==> src/rtl/bf2i_sdf_stage_pkg.sv <==
// R22SdfDefines: complex sample type and scaled add/sub; R22SDF_ROUND_EN selects round-half-up when halving.
package R22SdfDefines;
    localparam int W = 16;
    typedef struct packed {
        logic signed [W-1:0] re;
        logic signed [W-1:0] im;
    } Cplx_t;
`ifdef R22SDF_ROUND_EN
    localparam logic signed [W+1:0] RND = 1;
`else
    localparam logic signed [W+1:0] RND = 0;
`endif
    // Two guard bits keep the rounding increment from overflowing before the shift.
    function automatic logic signed [W-1:0] scl(input logic signed [W+1:0] v, input logic scale);
        return scale ? W'((v + RND) >>> 1) : W'(v);
    endfunction
    function automatic Cplx_t cadd(input Cplx_t a, input Cplx_t b, input logic scale);
        Cplx_t c;
        c.re = scl((W+2)'(a.re) + (W+2)'(b.re), scale);
        c.im = scl((W+2)'(a.im) + (W+2)'(b.im), scale);
        return c;
    endfunction
    function automatic Cplx_t csub(input Cplx_t a, input Cplx_t b, input logic scale);
        Cplx_t c;
        c.re = scl((W+2)'(a.re) - (W+2)'(b.re), scale);
        c.im = scl((W+2)'(a.im) - (W+2)'(b.im), scale);
        return c;
    endfunction
endpackage

==> src/rtl/bf2i_sdf_stage_delay_line.sv <==
// sdf_delay_line: DEPTH-sample shift register advancing only when enabled; contents are never reset.
module sdf_delay_line
    import R22SdfDefines::*;
#(
    parameter int DEPTH = 8
) (
    input  logic  clk,
    input  logic  en_i,
    input  Cplx_t d_i,
    output Cplx_t d_o
);
    Cplx_t mem_q [DEPTH];
    always_ff @(posedge clk) begin
        if (en_i) begin
            mem_q[0] <= d_i;
            for (int i = 1; i < DEPTH; i++) mem_q[i] <= mem_q[i-1];
        end
    end
    assign d_o = mem_q[DEPTH-1];
endmodule

==> src/rtl/bf2i_sdf_stage.sv <==
// bf2i_sdf_stage: radix-2^2 SDF Bf2I butterfly with feedback delay; R22SDF_ROUND_EN enables rounding when scaled.
module bf2i_sdf_stage
    import R22SdfDefines::*;
#(
    parameter int DEPTH = 8
) (
    input  logic  clk,
    input  logic  rst_n,
    input  logic  in_valid,
    input  Cplx_t x,
    input  logic  scale,
    output logic  out_valid,
    output Cplx_t z,
    output logic  s_o,
    output logic  t_o
);
    localparam int CW = $clog2(DEPTH) + 1;
    logic [CW-1:0] in_cnt_q, in_cnt_d, out_cnt_q, out_cnt_d, prime_q, prime_d;
    logic s, primed, emit, ov_q, s_q, s_d, t_q, t_d;
    Cplx_t d, fb, res, z_q, z_d;
    sdf_delay_line #(.DEPTH(DEPTH)) u_dl (.clk(clk), .en_i(in_valid), .d_i(fb), .d_o(d));
    // Priming saturates at DEPTH, which is exactly when its MSB sets.
    assign s = in_cnt_q[CW-1];
    assign primed = prime_q[CW-1];
    always_comb begin
        fb = s ? csub(d, x, scale) : x;
        res = s ? cadd(d, x, scale) : d;
        emit = in_valid && primed;
        in_cnt_d = in_valid ? in_cnt_q + CW'(1) : in_cnt_q;
        prime_d = (in_valid && !primed) ? prime_q + CW'(1) : prime_q;
        out_cnt_d = emit ? out_cnt_q + CW'(1) : out_cnt_q;
        z_d = emit ? res : z_q;
        s_d = emit ? out_cnt_q[CW-2] : s_q;
        t_d = emit ? ~out_cnt_q[CW-1] : t_q;
    end
    always_ff @(posedge clk or negedge rst_n) begin
        if (!rst_n) begin
            in_cnt_q <= '0;
            out_cnt_q <= '0;
            prime_q <= '0;
            ov_q <= 1'b0;
            z_q <= '0;
            s_q <= 1'b0;
            t_q <= 1'b1;
        end else begin
            in_cnt_q <= in_cnt_d;
            out_cnt_q <= out_cnt_d;
            prime_q <= prime_d;
            ov_q <= emit;
            z_q <= z_d;
            s_q <= s_d;
            t_q <= t_d;
        end
    end
    assign out_valid = ov_q;
    assign z = z_q;
    assign s_o = s_q;
    assign t_o = t_q;
endmodule
==> config.mk <==
export PLATFORM = sky130hd
export DESIGN_NAME = bf2i_sdf_stage
export DESIGN_NICKNAME = d
export VERILOG_FILES = /design/src/rtl/bf2i_sdf_stage_pkg.sv /design/src/rtl/bf2i_sdf_stage_delay_line.sv /design/src/rtl/bf2i_sdf_stage.sv
export SDC_FILE = /design/constraint.sdc
export NUM_CORES = 1
export LEC_CHECK = 0
export ABC_CLOCK_PERIOD_IN_PS = 2600
export CAP_MARGIN = 20
export CORE_ASPECT_RATIO = 1.1
export CORE_UTILIZATION = 54
export DETAILED_ROUTE_END_ITERATION = 10
export PLACE_DENSITY = 0.73
export SYNTH_ARGS = -nofsm -noshare
export SYNTH_HDL_FRONTEND = slang
export SYNTH_HIERARCHICAL = 1
export SYNTH_SLANG_ARGS = --single-unit
export TNS_END_PERCENT = 10
==> constraint.sdc <==
create_clock -name clk -period 2.6 [get_ports clk]
set_input_delay 0.39 -clock clk [delete_from_list [all_inputs] [get_ports clk]]
set_output_delay 0.39 -clock clk [all_outputs]
set_load 0.02 [all_outputs]
==> run summary <==
status = finished with violations
failing checks = negative setup slack
RSZ-0062 raised after global routing = true
total gr overflow = 0
routed length per instance = 17.9 um
Final HPWL DP = 19.6 mm
Residual DRC = 0
clock root buffer master = clkbuf_16
core area = 0.0253 mm2
Final period util = 103%
Layout area overhead = 25.4%
most frequent cells in the layout = 256 x edfxtp_1, 174 x buf_4, 77 x a21oi_1
total leakage power = 6.96 nW
DR vias = 8934
Seq cells post-synth = 303
mapped cell area = 0.0139 mm2
post-layout min period = 2.68 ns
die area = 0.0265 mm2
Rows = 61
CP arrival = 3.09 ns
hold crit path type = primary input to register
cells after synthesis = 1084
type of the worst setup path = register to register
most common cell after layout, fill and taps aside = edfxtp_1
drt via density = 5.38
syn avg cell area = 12.9 um2
Async S/R FF share, synth = 15.5%
vias in the first global route = 8644
drt first pass iters = 6
die width = 155 um
clk_lat worst skew = 0.56 ns
Initial Util = 55.1%
Post-Syn Nets = 1191
clk slew on worst S/H paths = 0.07 ns
FMAX = 373 MHz
Yosys cell types = 71
worst slew pin tran = 0.790 ns
Post-synth EDFFs = 256
Primary FF master, synth = edfxtp_1
Req. time, crit path = 3.01 ns
# diodes = 0
area leader, netlist = edfxtp_1
Longest Clk Path Bufs = 3
VDD IR-drop max = 0.865 mV
worst hold slack = 0.0995 ns
Initial DRC Count = 648
CTS Buf Count = 31
layout cell share with drive strength beyond 1 = 23.4%
YS warnings = 6
Final WS setup = -0.0817 ns
Layout Nets = 1397
Max-Cap Viols = 0
first-pass GRT wire length = 46.1 mm
H-tree Lvls = 1
final setup TNS = -0.475 ns
CTS tree = built
Final ANT Viol Nets = 0
I/O pins = 71
CP startpoint kind = register
Hold Fails Final Rpt = 0
sequential share of the synthesized area = 63.5%
CTS Sinks = 303
Port-buffer cells = 70
Place WS = -0.673 ns
# setup viols final = 14
Slew Viols, Final = 0
initial antenna violation count = 0
Yosys top cell area share = 55.1%
Pwr Density = 880 mW/mm2
Total Wirelength = 29.7 mm
Synth area leaders = edfxtp_1 55%, dfrtp_1 8.3%, ha_1 6.0%
skew final = 0.0236 ns
Rel. slew slack = 47.3%
pin count of the biggest net entering global routing = 141
Worst setup EP type = register
Die Span Y = 171 um
GRT Total Usage = 22.7%
largest fanout on the critical path = 3
routability cong. = 0.843
-- final timing paths --
path	to	cells past startpoint	start	slack, ns
max reg2reg	z[30]	10	u_dl/mem_q[1][112]	-0.08
max	z[30]	10	u_dl/mem_q[1][112]	-0.08
min reg2reg	u_dl/mem_q[1][63]	0	u_dl/mem_q[1][31]	0.41
max in group asynchronous	in_cnt_q[3]	3	rst_n	1.59
min	u_dl/mem_q[0][2]	1	in_valid	0.1
min in group asynchronous	z[4]	3	rst_n	0.49
-- cell usage after synthesis, types with 10 or more instances --
cell type / instances
buf_2: 12
ha_1: 67
clkbuf_1: 25
mux2i_1: 18
xor2_1: 13
a21oi_1: 82
o21a_1: 10
nor3_1: 16
nor2_1: 75
nand2b_1: 10
nor2b_1: 17
nand2_1: 75
a31oi_1: 10
edfxtp_1: 256
inv_1: 63
xnor2_1: 45
and3_1: 12
buf_4: 32
o211ai_1: 10
dfrtp_1: 46
nand3_1: 12
o21ai_0: 58
-- where the power goes --
group	total, W	switching (W)	leakage (nW)	internal, W
logic	0.00391	0.00219	3.35	0.00171
clock network	0.00484	0.00183	0.550	0.00301
registers	0.00665	0.000409	3.06	0.00624
-- per-layer routing --
layer  vias to the layer above  wire, um  global-route usage, %
met2                       243     13800                   36.8
met3                        52      1490                   2.89
li1                       4325         -                      -
met4                         0       743                   6.35
met1                      4314     13700                   32.3
met5                         -         0                      0
-- critical path: stages (launching register included) --
cell and delay, ns:
edfxtp_1 0.48, ha_2 0.24, buf_4 0.13, nor2b_4 0.12, o311ai_4 0.29, a31oi_4 0.15, a2111oi_4 0.38, o41ai_2 0.16
a221oi_2 0.29, xnor2_1 0.20, o211ai_2 0.11
-- logic make-up after synthesis --
kind of cell,Yosys count,synth area share (%)
and+or+nand+nor,246,8.34
muxes,27,2.02
adders and majority gates,71,6.58
AOI/OAI and AO/OA,239,11.1
buffers and inverters,140,4.74
xor gates and xnor gates,58,3.64
DFF,303,63.5
-- sequential cells by signal, summed over array words and instances, names as in the netlist --
| signal | flops |
|---|---|
| out_cnt_q | 4 |
| t_o | 1 |
| prime_q | 4 |
| in_cnt_q | 4 |
| out_valid | 1 |
| u_dl/mem_q | 256 |
| s_o | 1 |
| z | 32 |
-- metrics by stage --
| step | total power [W] | area, um2 | std cells | utilization (%) |
|---|---|---|---|---|
| after floorplan | 0.00876 | 14000 | 1084 | - |
| after global placement | 0.0104 | 16000 | 1592 | 63.0 |
| after detailed placement | 0.0105 | 16000 | 1592 | 63.0 |
| after CTS | 0.0154 | 17300 | 1655 | 68.3 |
| after global routing | 0.0161 | 17500 | 1660 | 69.0 |
| final | 0.0154 | 17500 | 1660 | 69.0 |
-- repair_timing --
| item | in CTS | in global routing |
|---|---|---|
| pin swaps | 20 | 13 |
| hold buffers | 1 | 0 |
| endpoints found under the hold margin | 46 | 0 |
| setup endpoints to repair | 27 | 40 |
| resized for setup | 30 | 36 |
| setup buffers | 5 | 4 |
-- final cells by class --
class | count | area (um2)
inverters | 64 | 240
repair buffers | 249 | 2080
well taps | 346 | 433
clock inverters | 16 | 249
clock buffers | 41 | 893
fillers | 1854 | 7850
flip-flops and latches | 303 | 8870
multi-input cells | 641 | 4730
No activity file was read; power rests on OpenSTA's default activity.
